**config.mk**
```make
export PLATFORM = sky130hd
export DESIGN_NAME = afd_seq
export DESIGN_NICKNAME = d
export VERILOG_FILES = /design/src/rtl/afd_pkg.sv /design/src/rtl/afd_seq_addr_gen.sv /design/src/rtl/afd_seq.sv
export SDC_FILE = /design/constraint.sdc
export NUM_CORES = 1
export LEC_CHECK = 0
export CAP_MARGIN = 20
export CELL_PAD_IN_SITES_DETAIL_PLACEMENT = 0
export CELL_PAD_IN_SITES_GLOBAL_PLACEMENT = 1
export CORE_MARGIN = 10
export CORE_UTILIZATION = 28
export DETAILED_ROUTE_END_ITERATION = 7
export PLACE_DENSITY = 0.87
export REMOVE_ABC_BUFFERS = 1
export SYNTH_ARGS = -nofsm -noshare
export SYNTH_HDL_FRONTEND = slang
export SYNTH_SLANG_ARGS = --single-unit
```
**constraint.sdc**
```tcl
create_clock -name clk_i -period 6 [get_ports clk_i]
set_input_delay 0.9 -clock clk_i [delete_from_list [all_inputs] [get_ports clk_i]]
set_output_delay 0.9 -clock clk_i [all_outputs]
set_load 0.005 [all_outputs]
```
**src/rtl/afd_pkg.sv**
```systemverilog
// Shared types and defaults for the afd sequencer: FSM state encoding and
// result-width helpers.
package afd_pkg;

  typedef enum logic [2:0] {
    S_IDLE   = 3'd0,
    S_ISSUE  = 3'd1,
    S_FLUSH  = 3'd2,
    S_SETTLE = 3'd3,
    S_RESULT = 3'd4
  } state_e;

  localparam int DEF_WIDTH         = 8;
  localparam int DEF_NUM_PARTITION = 1;
  // afd grows its sum by 8 bits over the sample width
  localparam int RES_PAD           = 8;
  localparam int RES_W             = DEF_WIDTH + RES_PAD;

endpackage

```
**src/rtl/afd_seq_addr_gen.sv**
```systemverilog
// Block/partition counters for afd_seq: shared sample-buffer address plus
// first/last-partition and last-block flags.
module afd_seq_addr_gen
  import afd_pkg::*;
#(
  parameter int NUM_PARTITION = DEF_NUM_PARTITION,
  parameter int ADDR_W        = 8,
  parameter int BLK_W         = 8
) (
  input  logic              clk_i,
  input  logic              rst_i,
  input  logic              load_i,
  input  logic [BLK_W-1:0]  num_blocks_i,
  input  logic              part_inc_i,
  input  logic              blk_inc_i,
  output logic [ADDR_W-1:0] addr_o,
  output logic [BLK_W-1:0]  blk_o,
  output logic              first_part_o,
  output logic              last_part_o,
  output logic              last_blk_o
);

  localparam int PW = (NUM_PARTITION > 1) ? $clog2(NUM_PARTITION) : 1;

  logic [BLK_W-1:0] blk_q, blk_d;
  logic [BLK_W-1:0] nblk_q, nblk_d;
  logic [PW-1:0]    part_q, part_d;

  assign first_part_o = (part_q == '0);
  assign last_part_o  = (part_q == PW'(NUM_PARTITION - 1));
  assign last_blk_o   = (blk_q == nblk_q - BLK_W'(1));
  assign blk_o        = blk_q;

  // Truncating every operand to ADDR_W gives the wrap modulo 2^ADDR_W for free.
  assign addr_o = ADDR_W'(blk_q) * ADDR_W'(NUM_PARTITION) + ADDR_W'(part_q);

  always_comb begin
    blk_d  = blk_q;
    nblk_d = nblk_q;
    part_d = part_q;
    if (load_i) begin
      blk_d  = '0;
      part_d = '0;
      nblk_d = num_blocks_i;
    end else if (blk_inc_i) begin
      blk_d  = blk_q + BLK_W'(1);
      part_d = '0;
    end else if (part_inc_i) begin
      part_d = last_part_o ? '0 : part_q + PW'(1);
    end
  end

  always_ff @(posedge clk_i) begin
    if (!rst_i) begin
      blk_q  <= '0;
      nblk_q <= '0;
      part_q <= '0;
    end else begin
      blk_q  <= blk_d;
      nblk_q <= nblk_d;
      part_q <= part_d;
    end
  end

endmodule

```
**src/rtl/afd_seq.sv**
```systemverilog
// Sequencer feeding the afd accumulator from the sample buffers and returning
// per-block sums over valid/ready. Optional running minimum: AFD_SEQ_MIN_EN.
//
// state    | meaning
// S_IDLE   | waiting for start
// S_ISSUE  | one buffer read per partition word
// S_FLUSH  | last word on afd inputs, no read
// S_SETTLE | afd sum final; captured into result regs
// S_RESULT | res_valid held until consumer accepts
module afd_seq
  import afd_pkg::*;
#(
  parameter int WIDTH         = DEF_WIDTH,
  parameter int NUM_PARTITION = DEF_NUM_PARTITION,
  parameter int ADDR_W        = 8,
  parameter int BLK_W         = 8
) (
  input  logic                     clk_i,
  input  logic                     rst_i,
  input  logic                     start_i,
  input  logic [BLK_W-1:0]         num_blocks_i,
  output logic                     busy_o,
  output logic                     done_o,
  output logic                     mem_rd_o,
  output logic [ADDR_W-1:0]        mem_addr_o,
  input  logic [2*WIDTH-1:0]       can_data_i,
  input  logic [2*WIDTH-1:0]       ori_data_i,
  output logic                     afd_en_o,
  output logic                     afd_acum_o,
  output logic [WIDTH-1:0]         afd_a0_o,
  output logic [WIDTH-1:0]         afd_a1_o,
  output logic [WIDTH-1:0]         afd_b0_o,
  output logic [WIDTH-1:0]         afd_b1_o,
  input  logic [WIDTH+RES_PAD-1:0] afd_result_i,
  output logic                     res_valid_o,
  input  logic                     res_ready_i,
  output logic [WIDTH+RES_PAD-1:0] res_data_o,
  output logic [BLK_W-1:0]         res_idx_o,
  output logic [WIDTH+RES_PAD-1:0] best_val_o,
  output logic [BLK_W-1:0]         best_idx_o
);

  localparam int RW = WIDTH + RES_PAD;

  state_e state_q, state_d;

  logic              done_q, done_d;
  logic              afd_en_q, afd_acum_q;
  logic [RW-1:0]     res_data_q;
  logic [BLK_W-1:0]  res_idx_q;
  logic              mem_rd;
  logic              load, part_inc, blk_inc;
  logic [ADDR_W-1:0] addr;
  logic [BLK_W-1:0]  blk;
  logic              first_part, last_part, last_blk;
  logic              res_hs;

  afd_seq_addr_gen #(
    .NUM_PARTITION (NUM_PARTITION),
    .ADDR_W        (ADDR_W),
    .BLK_W         (BLK_W)
  ) u_addr_gen (
    .clk_i        (clk_i),
    .rst_i        (rst_i),
    .load_i       (load),
    .num_blocks_i (num_blocks_i),
    .part_inc_i   (part_inc),
    .blk_inc_i    (blk_inc),
    .addr_o       (addr),
    .blk_o        (blk),
    .first_part_o (first_part),
    .last_part_o  (last_part),
    .last_blk_o   (last_blk)
  );

  assign res_hs = (state_q == S_RESULT) && res_ready_i;

  always_comb begin
    state_d  = state_q;
    done_d   = 1'b0;
    load     = 1'b0;
    part_inc = 1'b0;
    blk_inc  = 1'b0;
    mem_rd   = 1'b0;
    case (state_q)
      S_IDLE: begin
        if (start_i) begin
          if (num_blocks_i != '0) begin
            load    = 1'b1;
            state_d = S_ISSUE;
          end else begin
            done_d  = 1'b1;
          end
        end
      end
      S_ISSUE: begin
        mem_rd   = 1'b1;
        part_inc = 1'b1;
        if (last_part) state_d = S_FLUSH;
      end
      S_FLUSH:  state_d = S_SETTLE;
      S_SETTLE: state_d = S_RESULT;
      S_RESULT: begin
        if (res_ready_i) begin
          if (last_blk) begin
            state_d = S_IDLE;
            done_d  = 1'b1;
          end else begin
            blk_inc = 1'b1;
            state_d = S_ISSUE;
          end
        end
      end
      default: state_d = S_IDLE;
    endcase
  end

  always_ff @(posedge clk_i) begin
    if (!rst_i) begin
      state_q    <= S_IDLE;
      done_q     <= 1'b0;
      afd_en_q   <= 1'b0;
      afd_acum_q <= 1'b0;
      res_data_q <= '0;
      res_idx_q  <= '0;
    end else begin
      state_q    <= state_d;
      done_q     <= done_d;
      afd_en_q   <= mem_rd;
      // acum tracks the word being read so the first word of a block restarts the sum
      afd_acum_q <= mem_rd & ~first_part;
      if (state_q == S_SETTLE) begin
        res_data_q <= afd_result_i;
        res_idx_q  <= blk;
      end
    end
  end

  assign busy_o      = (state_q != S_IDLE);
  assign done_o      = done_q;
  assign mem_rd_o    = mem_rd;
  assign mem_addr_o  = mem_rd ? addr : '0;
  assign afd_en_o    = afd_en_q;
  assign afd_acum_o  = afd_acum_q;
  assign afd_a0_o    = afd_en_q ? can_data_i[WIDTH-1:0]       : '0;
  assign afd_a1_o    = afd_en_q ? can_data_i[2*WIDTH-1:WIDTH] : '0;
  assign afd_b0_o    = afd_en_q ? ori_data_i[WIDTH-1:0]       : '0;
  assign afd_b1_o    = afd_en_q ? ori_data_i[2*WIDTH-1:WIDTH] : '0;
  assign res_valid_o = (state_q == S_RESULT);
  assign res_data_o  = res_data_q;
  assign res_idx_o   = res_idx_q;

`ifdef AFD_SEQ_MIN_EN
  logic [RW-1:0]    best_val_q;
  logic [BLK_W-1:0] best_idx_q;

  // Strict less-than keeps the earlier block on ties.
  always_ff @(posedge clk_i) begin
    if (!rst_i) begin
      best_val_q <= '0;
      best_idx_q <= '0;
    end else if (res_hs && ((res_idx_q == '0) || (res_data_q < best_val_q))) begin
      best_val_q <= res_data_q;
      best_idx_q <= res_idx_q;
    end
  end

  assign best_val_o = best_val_q;
  assign best_idx_o = best_idx_q;
`else
  logic unused_hs;
  assign unused_hs  = res_hs;
  assign best_val_o = '0;
  assign best_idx_o = '0;
`endif

endmodule

```
==> results.md, run 1 <==
* EDFF count, synth at 0
* Power density cells at 190 nW/um^2
* Nets at 509
* IO buf count at 128
* CP delay by family, top: simple AND/OR/NAND/NOR gates
* YS warnings at 0
* Worst-margin pin slew at 0.947 ns
* Cts bufs inserted at 5
* Initial DRC count at 93
* Final setup viols at 0
* Slew Limit Fails at 0
* Outcome: complete, no violations
* Rel. slew slack at 0.367
* Post-CTS Hold Buffers at 0
* Crit share post-route at 0.510
* Largest net degree at the start of global routing at 39
* WL/cell at 14.6 um
* CP Capture Type: flip-flop
* Leakage power at 1.47 nW
* Crit. Startpoint: num_blocks_i[2]
* Slowest cell on the critical path: nor2b_1
* Antenna diodes at 0
* CP arrival at 3.29 ns
* Die ar. at 13900 um^2
* Post-synth top flop: dfxtp_1
* DRC at 0
* Synthesized flop and latch total at 45
* Post-CTS Repair Setup Buffers at 0
* First-pass DRT Iterations at 4
* Avg Cell Area, Syn at 8.09 um^2
* Most frequent cells in the layout: 128 x clkdlybuf4s50_1, 68 x nand2_1, 45 x dfxtp_1
* Hold Path End: res_data_o[9]
* Post-DP HPWL at 6500 um
* Vias per cell at 4.31
* Worst Hold Class: reg2reg
* Placed Area at 3940 um^2
* Routability cong. at 0.787
* Hold depth at 2
* Hold path start: res_data_o[9]
* Yosys cell types at 41
* Cell area after layout at 4070 um^2
* Final Hold Viols at 0
* Antenna violations before repair at 0
* RR Endpoint: u_addr_gen.blk_o[7]
* Reg2reg start: u_addr_gen.nblk_q[0]
* CTS root buffer: clkbuf_8
* Slowest stage delay, CP at 0.80 ns
* Seq/Total Area, Yosys at 0.336
* Final TNS setup at 0 ns
* CP required at 6.23 ns
* Clk Latency, worst-skew pair at 0.30 ns
* Area of the core at 9280 um^2
* Most common cell after layout, fill and taps aside: clkdlybuf4s50_1
* Buffers & Inverters on Critical Path at 1
* # rows at 35
* Worst Reg2Reg Path Length in Cells at 8
* Clk sinks at 45
* CTS tree: done
* Clock-pin slew on the worst setup and hold paths at 0.09 ns
* Total Routing Usage GR at 0.114
* Critical path fanouts, max at 16
* Max clock buf depth at 2
* F_max at 327 MHz
* Routed vias at 2485
* # resized after CTS at 0
* Mapped cell area at 2680 um^2
* Crit-path cells: clkdlybuf4s50_1 > nor4_1 > nand2_1 > and2_1 > nor2b_1 > nand2b_1 > mux2i_1
* Routed wire length at 8400 um
* Grt total ovfl at 0
* Peak VDD IR at 0.106 mV
* Syn-to-layout area delta at 51.8%
* Max-capacitance violation count at 0
* R2R setup slack at 3.56 ns
* First-pass GRT wire length at 13500 um
* Final critical-path required period at 3.06 ns
* Htree depth at 2
* Layout Skew at 0.00964 ns
* Share of cells above drive strength 1 at 0.0425
* Routed Antenna Nets at 0
* Die height at 118 um
* Starting Density at 0.289
* Post-synthesis cell count at 331
* RSZ-0062 raised after global routing: false
* CP Class: in2reg
* I/O Pins at 154
* Vias in the first global route at 2508
* CP Launch Type: input port
* Die W at 118 um
* Asr flop ratio synth at 0
## synth_stat cells (all sizes together) (2+ instances only)
master,count,area (um^2)
o21bai,2,15.0
buf,33,233
nor2b,12,75.1
and2,44,275
dfxtp,45,901
inv,6,22.5
nand3b,2,15.0
nor3b,2,15.0
clkbuf,13,48.8
a21boi,24,180
a2111oi,3,45.0
nand2b,7,43.8
nor3,2,10.0
nor2,4,15.0
o21ai,3,15.0
xor2,3,26.3
nand2,69,262
mux2i,14,140
ha,2,25.0
nand3,3,15.0
xnor2,7,61.3
nor4,4,46.3
a21oi,9,48.8
nand4,6,37.5
## metal layers
layer,up-vias,routed length [um],track usage
met3,2,971,0.0604
met5,-,0,0
met1,1102,3720,0.134
met4,0,14,0.0139
li1,1265,-,-
met2,116,3690,0.186
## worst max path at each step
stage                               end  slack (ns)  depth (start not counted)
detailed placement  u_addr_gen.blk_o[7]        2.57                          7
global placement    u_addr_gen.blk_o[1]        2.66                          7
global route        u_addr_gen.blk_o[7]        2.59                          7
finish              u_addr_gen.blk_o[5]        2.94                          7
floorplan           u_addr_gen.blk_o[1]        3.50                          6
CTS                       mem_addr_o[0]        2.70                          3
## cell type report
class	instances	area [um^2]
multi-input cells	258	1560
clock buffers	5	68.8
clock inverters	2	38.8
repair buffers	131	1310
well taps	129	161
fillers	930	5220
inverters	6	22.5
flip-flops and latches	45	901
## worst register-to-register path, stage by stage (launching register included)
cell	delay [ns]
dfxtp_1	0.47
inv_1	0.09
ha_1	0.31
nand2b_1	0.23
nor2b_1	0.16
o2111ai_1	0.29
a311oi_4	0.13
a2111oi_2	0.48
mux2i_1	0.22
## stage by stage
step | hold WS, ns | power [mW] | std cells | utilization | setup WS (ns)
after floorplan | 0.460 | 0.434 | 309 | - | 3.50
after global placement | 0.449 | 0.538 | 567 | 0.424 | 2.66
after detailed placement | 0.457 | 0.541 | 567 | 0.424 | 2.57
after CTS | 0.469 | 0.778 | 574 | 0.436 | 2.70
after global routing | 0.484 | 0.815 | 576 | 0.438 | 2.59
final | 0.466 | 0.771 | 576 | 0.438 | 2.94
## logic make-up (layout without fill, tap and decap cells)
family | Yosys count | in the layout | synth area share
simple gates | 159 | 159 | 0.313
other cells | 1 | 25 | 0.00140
buf+inv | 52 | 144 | 0.113
compound gates | 48 | 48 | 0.141
flops | 45 | 45 | 0.336
mux | 14 | 14 | 0.0523
fa+ha+maj | 2 | 2 | 0.00934
xor+xnor | 10 | 10 | 0.0327
## sequential cells by signal (all words and copies together), names as in the netlist
name,cells
afd_en_o,1
done_o,1
res_data_o,16
res_idx_o,8
state_q,3
u_addr_gen.blk_o,8
u_addr_gen.nblk_q,8
## report_power, final
part | internal [mW] | switching (mW)
clock | 0.124 | 0.111
sequential | 0.312 | 0.0197
combinational | 0.117 | 0.0880
Note: power is estimated with default switching activity, not from simulation.
==> run 2: changes to the inputs <==
- CORE_UTILIZATION: 28 -> 24
- PLACE_DENSITY: 0.87 -> 0.79
- clock period: 6 -> 2.78 ns (I/O delays scaled with it)
==> results.md, run 2 (synthesis results as in run 1) <==
* Multi-input logic area at 1560 um^2
* Largest net degree at the start of global routing at 38
* RR Endpoint: u_addr_gen.blk_o[5]
* Max-capacitance violation count at 0
* Die ar. at 15800 um^2
* FF/Latch Area at 901 um^2
* Routed vias at 2457
* Slowest cell on the critical path: a2111oi_2
* Routed Antenna Nets at 0
* First-pass DRT Iterations at 4
* Die W at 126 um
* Outcome: complete, no violations
* Antenna violations before repair at 0
* Leakage power at 1.47 nW
* Placed Area at 3990 um^2
* Htree depth at 2
* Final TNS setup at 0 ns
* Post-DP HPWL at 6930 um
* Post-CTS Hold Buffers at 0
* Seq pwr share at 0.454
* Power density cells at 388 nW/um^2
* Cts bufs inserted at 5
* Hold depth at 2
* IO buf count at 128
* Cell area after layout at 4070 um^2
* Int Pwr at 1.10 mW
* Crit share post-route at 0.837
* Starting Density at 0.246
* Final critical-path required period at 2.33 ns
* Clock-pin slew on the worst setup and hold paths at 0.09 ns
* CP arrival at 2.56 ns
* Clk sinks at 45
* Most frequent cells in the layout: 128 x clkdlybuf4s50_1, 68 x nand2_1, 45 x dfxtp_1
* Final Hold Viols at 0
* Vias in the first global route at 2582
* Clk network pwr share at 0.260
* CP required at 3.01 ns
* Clk Latency, worst-skew pair at 0.30 ns
* Total Routing Usage GR at 0.109
* F_max at 430 MHz
* WL/cell at 15.0 um
* Switching pwr at 474 uW
* Antenna diodes at 0
* Die height at 126 um
* Worst Reg2Reg Path Length in Cells at 8
* Smallest hold slack at 0.464 ns
* Most common cell after layout, fill and taps aside: clkdlybuf4s50_1
* Hold Path End: res_idx_o[1]
* R2R setup slack at 0.45 ns
* Reg2reg start: u_addr_gen.nblk_q[0]
* Max FFs per register at 16
* CTS root buffer: clkbuf_8
* # rows at 38
* DRC at 0
* CTS tree: done
* Post-CTS Repair Setup Buffers at 0
* CP Capture Type: flip-flop
* Net switching fraction of the power at 0.300
* # resized after CTS at 0
* CP Launch Type: flip-flop
* Crit-path cells: inv_1 > ha_1 > nand2b_1 > nor2b_1 > o2111ai_1 > a311oi_4 > a2111oi_2 > mux2i_1
* Worst-margin pin slew at 0.932 ns
* First-pass GRT wire length at 14500 um
* Final setup viols at 0
* Rel. slew slack at 0.379
* Share of cells above drive strength 1 at 0.0488
* I/O Pins at 154
* Comb power frac at 0.286
* Routed wire length at 8840 um
* CP Class: reg2reg
* Vias per cell at 4.16
* Hold path start: res_idx_o[1]
* Layout Skew at 0.00527 ns
* Routability cong. at 0.773
* Critical path fanouts, max at 9
* Nets at 512
* Grt total ovfl at 0
* Max clock buf depth at 2
* Slowest stage delay, CP at 0.45 ns
* RSZ-0062 raised after global routing: false
* Area of the core at 10900 um^2
* Slew Limit Fails at 0
* Syn-to-layout area delta at 52.0%
* Filler instances at 1110
* Peak VDD IR at 0.203 mV
* Worst Hold Class: reg2reg
* Initial DRC count at 109
[run 2: cell count changes in the layout (fill, tap and decap cells not counted), sizes merged]
cell	before	now
buf	2	6
bufinv	1	0
clkinv	0	2
inv	7	6
[run 2: cell type report]
class,count,area share
clock buffer,6,0.0178
clock inverter,2,0.00246
inverter,6,0.00553
multi-input combinational,258,0.384
sequential,45,0.221
timing repair buffer,134,0.326
tap,140,0.0430
[run 2: stage by stage]
stage	power, mW	std cells	worst slack [ns]	util
floorplan	0.937	309	0.671	-
global placement	1.18	583	0.509	0.366
detailed placement	1.19	583	0.453	0.366
CTS	1.60	591	0.437	0.374
global route	1.68	591	0.241	0.374
finish	1.58	591	0.452	0.374
[run 2: worst max-delay path by stage]
stage                              start                  end
global route        u_addr_gen.nblk_q[0]  u_addr_gen.blk_o[7]
global placement         num_blocks_i[2]  u_addr_gen.blk_o[0]
detailed placement       num_blocks_i[2]  u_addr_gen.blk_o[1]
floorplan           u_addr_gen.nblk_q[0]  u_addr_gen.blk_o[5]
finish              u_addr_gen.nblk_q[0]  u_addr_gen.blk_o[5]
CTS                             afd_en_o          afd_a1_o[1]
[run 2: critical path, delay by kind of cell (launching register included)]
| family | cells | cell delay [ns] |
|---|---|---|
| compound gates | 3 | 0.85 |
| fa+ha+maj | 1 | 0.29 |
| simple gates | 2 | 0.38 |
| flops | 1 | 0.43 |
| buf+inv | 1 | 0.09 |
| mux | 1 | 0.22 |
[run 2: layer usage]
metal / track usage / vias up / wire (um)
met5: 0 / - / 0
met4: 0.0102 / 0 / 8
met3: 0.0495 / 2 / 800
met2: 0.187 / 74 / 4450
met1: 0.126 / 1109 / 3580
li1: - / 1272 / -
[run 2: power groups by stage]
stage	clock, mW	combinational (mW)	sequential (mW)
2_1_floorplan	0	0.216	0.721
3_3_place_gp	0	0.448	0.730
3_5_place_dp	0	0.456	0.731
4_1_cts	0.429	0.458	0.717
5_1_grt	0.458	0.502	0.725
6_report	0.411	0.451	0.717
==> run 3: changes to the inputs <==
- clock period: 2.78 -> 1.9 ns (I/O delays scaled with it)
==> results.md, run 3 (synthesis results as in run 1) <==
* Final Hold Viols at 0
* Htree depth at 2
* Total Routing Usage GR at 0.111
* F_max at 511 MHz
* CTS tree: done
* Clk Latency, worst-skew pair at 0.29 ns
* Comb power frac at 0.354
* Slowest stage delay, CP at 0.35 ns
* Die height at 126 um
* CP arrival at 2.19 ns
* Antenna diodes at 0
* Die W at 126 um
* Clk network pwr share at 0.226
* Worst Reg2Reg Path Length in Cells at 9
* Net switching fraction of the power at 0.298
* DP Cell Count at 609
* Reg2reg start: u_addr_gen.nblk_q[0]
* Post-layout util at 0.417
* Starting Density at 0.246
* DP Worst Slack at -0.241 ns
* Switching pwr at 738 uW
* Setup ws final at -0.0584 ns
* I/O Pins at 154
* First-pass GRT wire length at 14800 um
* Buffers & Inverters on Critical Path at 2
* CP Launch Type: flip-flop
* Routed Antenna Nets at 0
* Power density cells at 546 nW/um^2
* Most common cell after layout, fill and taps aside: clkdlybuf4s50_1
* Routed vias at 2630
* Final Instance Count excl. Fillers at 628
* Max-capacitance violation count at 0
* CP delay by family, top: compound AO/OA/AOI/OAI gates
* Post-DP HPWL at 7210 um
* Critical path fanouts, max at 5
* WL/cell at 14.8 um
* Share of cells above drive strength 1 at 0.180
* Hold depth at 2
* Layout Skew at 0.00674 ns
* Pwr Total at 2.48 mW
* Max FFs per register at 16
* Peak VDD IR at 0.287 mV
* Area of the core at 10900 um^2
* Vias in the first global route at 2837
* Slowest cell on the critical path: dfxtp_2
* Routed wire length at 9290 um
* Cts bufs inserted at 5
* Hold path start: res_data_o[13]
* Grt total ovfl at 0
* Leakage power at 1.79 nW
* Crit-path cells: inv_2 > ha_4 > nand2b_4 > nor2b_2 > o2111ai_2 > a311oi_4 > buf_4 > a2111oi_4 > mux2i_1
* Seq pwr share at 0.420
* Die ar. at 15800 um^2
* Largest net degree at the start of global routing at 34
* Outcome: complete, but fails checks
* Clk sinks at 45
* RR Endpoint: u_addr_gen.blk_o[6]
* IO buf count at 128
* Clock-pin slew on the worst setup and hold paths at 0.09 ns
* Hold Path End: res_data_o[13]
* Slew Limit Fails at 0
* First-pass DRT Iterations at 4
* Nets at 551
* RSZ-0062 raised after global routing: true
* Most frequent cells in the layout: 118 x clkdlybuf4s50_1, 68 x nand2_1, 44 x and2_1
* Vias per cell at 4.19
* Final setup viols at 9
* R2R setup slack at -0.06 ns
* DRC at 0
* CP Capture Type: flip-flop
* Failing checks: negative setup slack
* Initial DRC count at 91
* Crit share post-route at 1.03
* Worst Hold Class: reg2reg
* CP Class: reg2reg
* Syn-to-layout area delta at 69.5%
* Final critical-path required period at 1.96 ns
* CP required at 2.13 ns
* Antenna violations before repair at 0
* CTS root buffer: clkbuf_8
* Routability cong. at 0.861
* # rows at 38
* Int Pwr at 1.74 mW
* Smallest hold slack at 0.465 ns
* Max clock buf depth at 2
==> run 3: changes by cell type in the layout (fill, tap and decap cells not counted), moves of 3 or more <==
cell	change
buf_4	+33
clkdlybuf4s50_1	-10
dlygate4sd2_1	+7
dlymetal6s2s_1	+3
a21oi_2	+4
buf_6	+6
dfxtp_1	-8
a21oi_1	-5
dfxtp_2	+6
==> run 3: area by class of cell <==
type                       instances  area (um^2)
fill                            1101         6350
multi-input combinational        258         1710
timing repair buffer             173         1640
sequential                        45          916
tap                              140          175
clock buffer                       5         68.8
inverter                           6         22.5
clock inverter                     1         5.00
==> run 3: worst min-delay path, delay by kind of cell (launching register included) <==
family             cells  cell delay (ns)
DFF                    1             0.31
AOI/OAI and AO/OA      1             0.06
and+or+nand+nor        1             0.04
==> run 3: repair_timing <==
action                                  CTS  global route
buffers inserted                          6             6
endpoints found under the setup margin   18            22
hold buffers                              0             0
gates cloned                              1             0
pin swaps                                 8            10
resized for setup                        38            17
hold endpoints to repair                  0             0
==> run 3: how the worst max path moves through the flow <==
stage / endpoint / from / depth (start not counted) / slack [ns]
global placement: u_addr_gen.blk_o[5] / num_blocks_i[2] / 9 / -0.16
finish: u_addr_gen.blk_o[6] / u_addr_gen.nblk_q[0] / 9 / -0.06
detailed placement: u_addr_gen.blk_o[2] / num_blocks_i[2] / 9 / -0.24
global route: u_addr_gen.blk_o[2] / u_addr_gen.nblk_q[0] / 8 / -0.17
CTS: u_addr_gen.blk_o[1] / u_addr_gen.nblk_q[1] / 9 / -0.06
floorplan: u_addr_gen.blk_o[5] / u_addr_gen.nblk_q[0] / 8 / -0.21
==> run 3: stage by stage <==
stage	cell area, um^2	setup TNS (ns)
after floorplan	2490	-0.885
after global placement	4180	-2.12
after detailed placement	4180	-2.94
after CTS	4420	-0.317
after global routing	4540	-1.35
final	4540	-0.269
==> run 3: power by group through the flow <==
stage / clock network, mW / registers, mW / logic (mW)
after CTS: 0.603 / 1.03 / 0.839
after global routing: 0.637 / 1.05 / 0.955
after detailed placement: 0 / 1.05 / 0.745
final: 0.561 / 1.04 / 0.876
after floorplan: 0 / 1.06 / 0.316
after global placement: 0 / 1.05 / 0.735
==> run 3: per-layer routing <==
metal / GRT usage / vias to the layer above / wire length (um)
met5: 0 / - / 0
met4: 0.0210 / 0 / 93
met3: 0.0453 / 8 / 740
met2: 0.205 / 70 / 4840
met1: 0.117 / 1208 / 3610
li1: - / 1344 / -
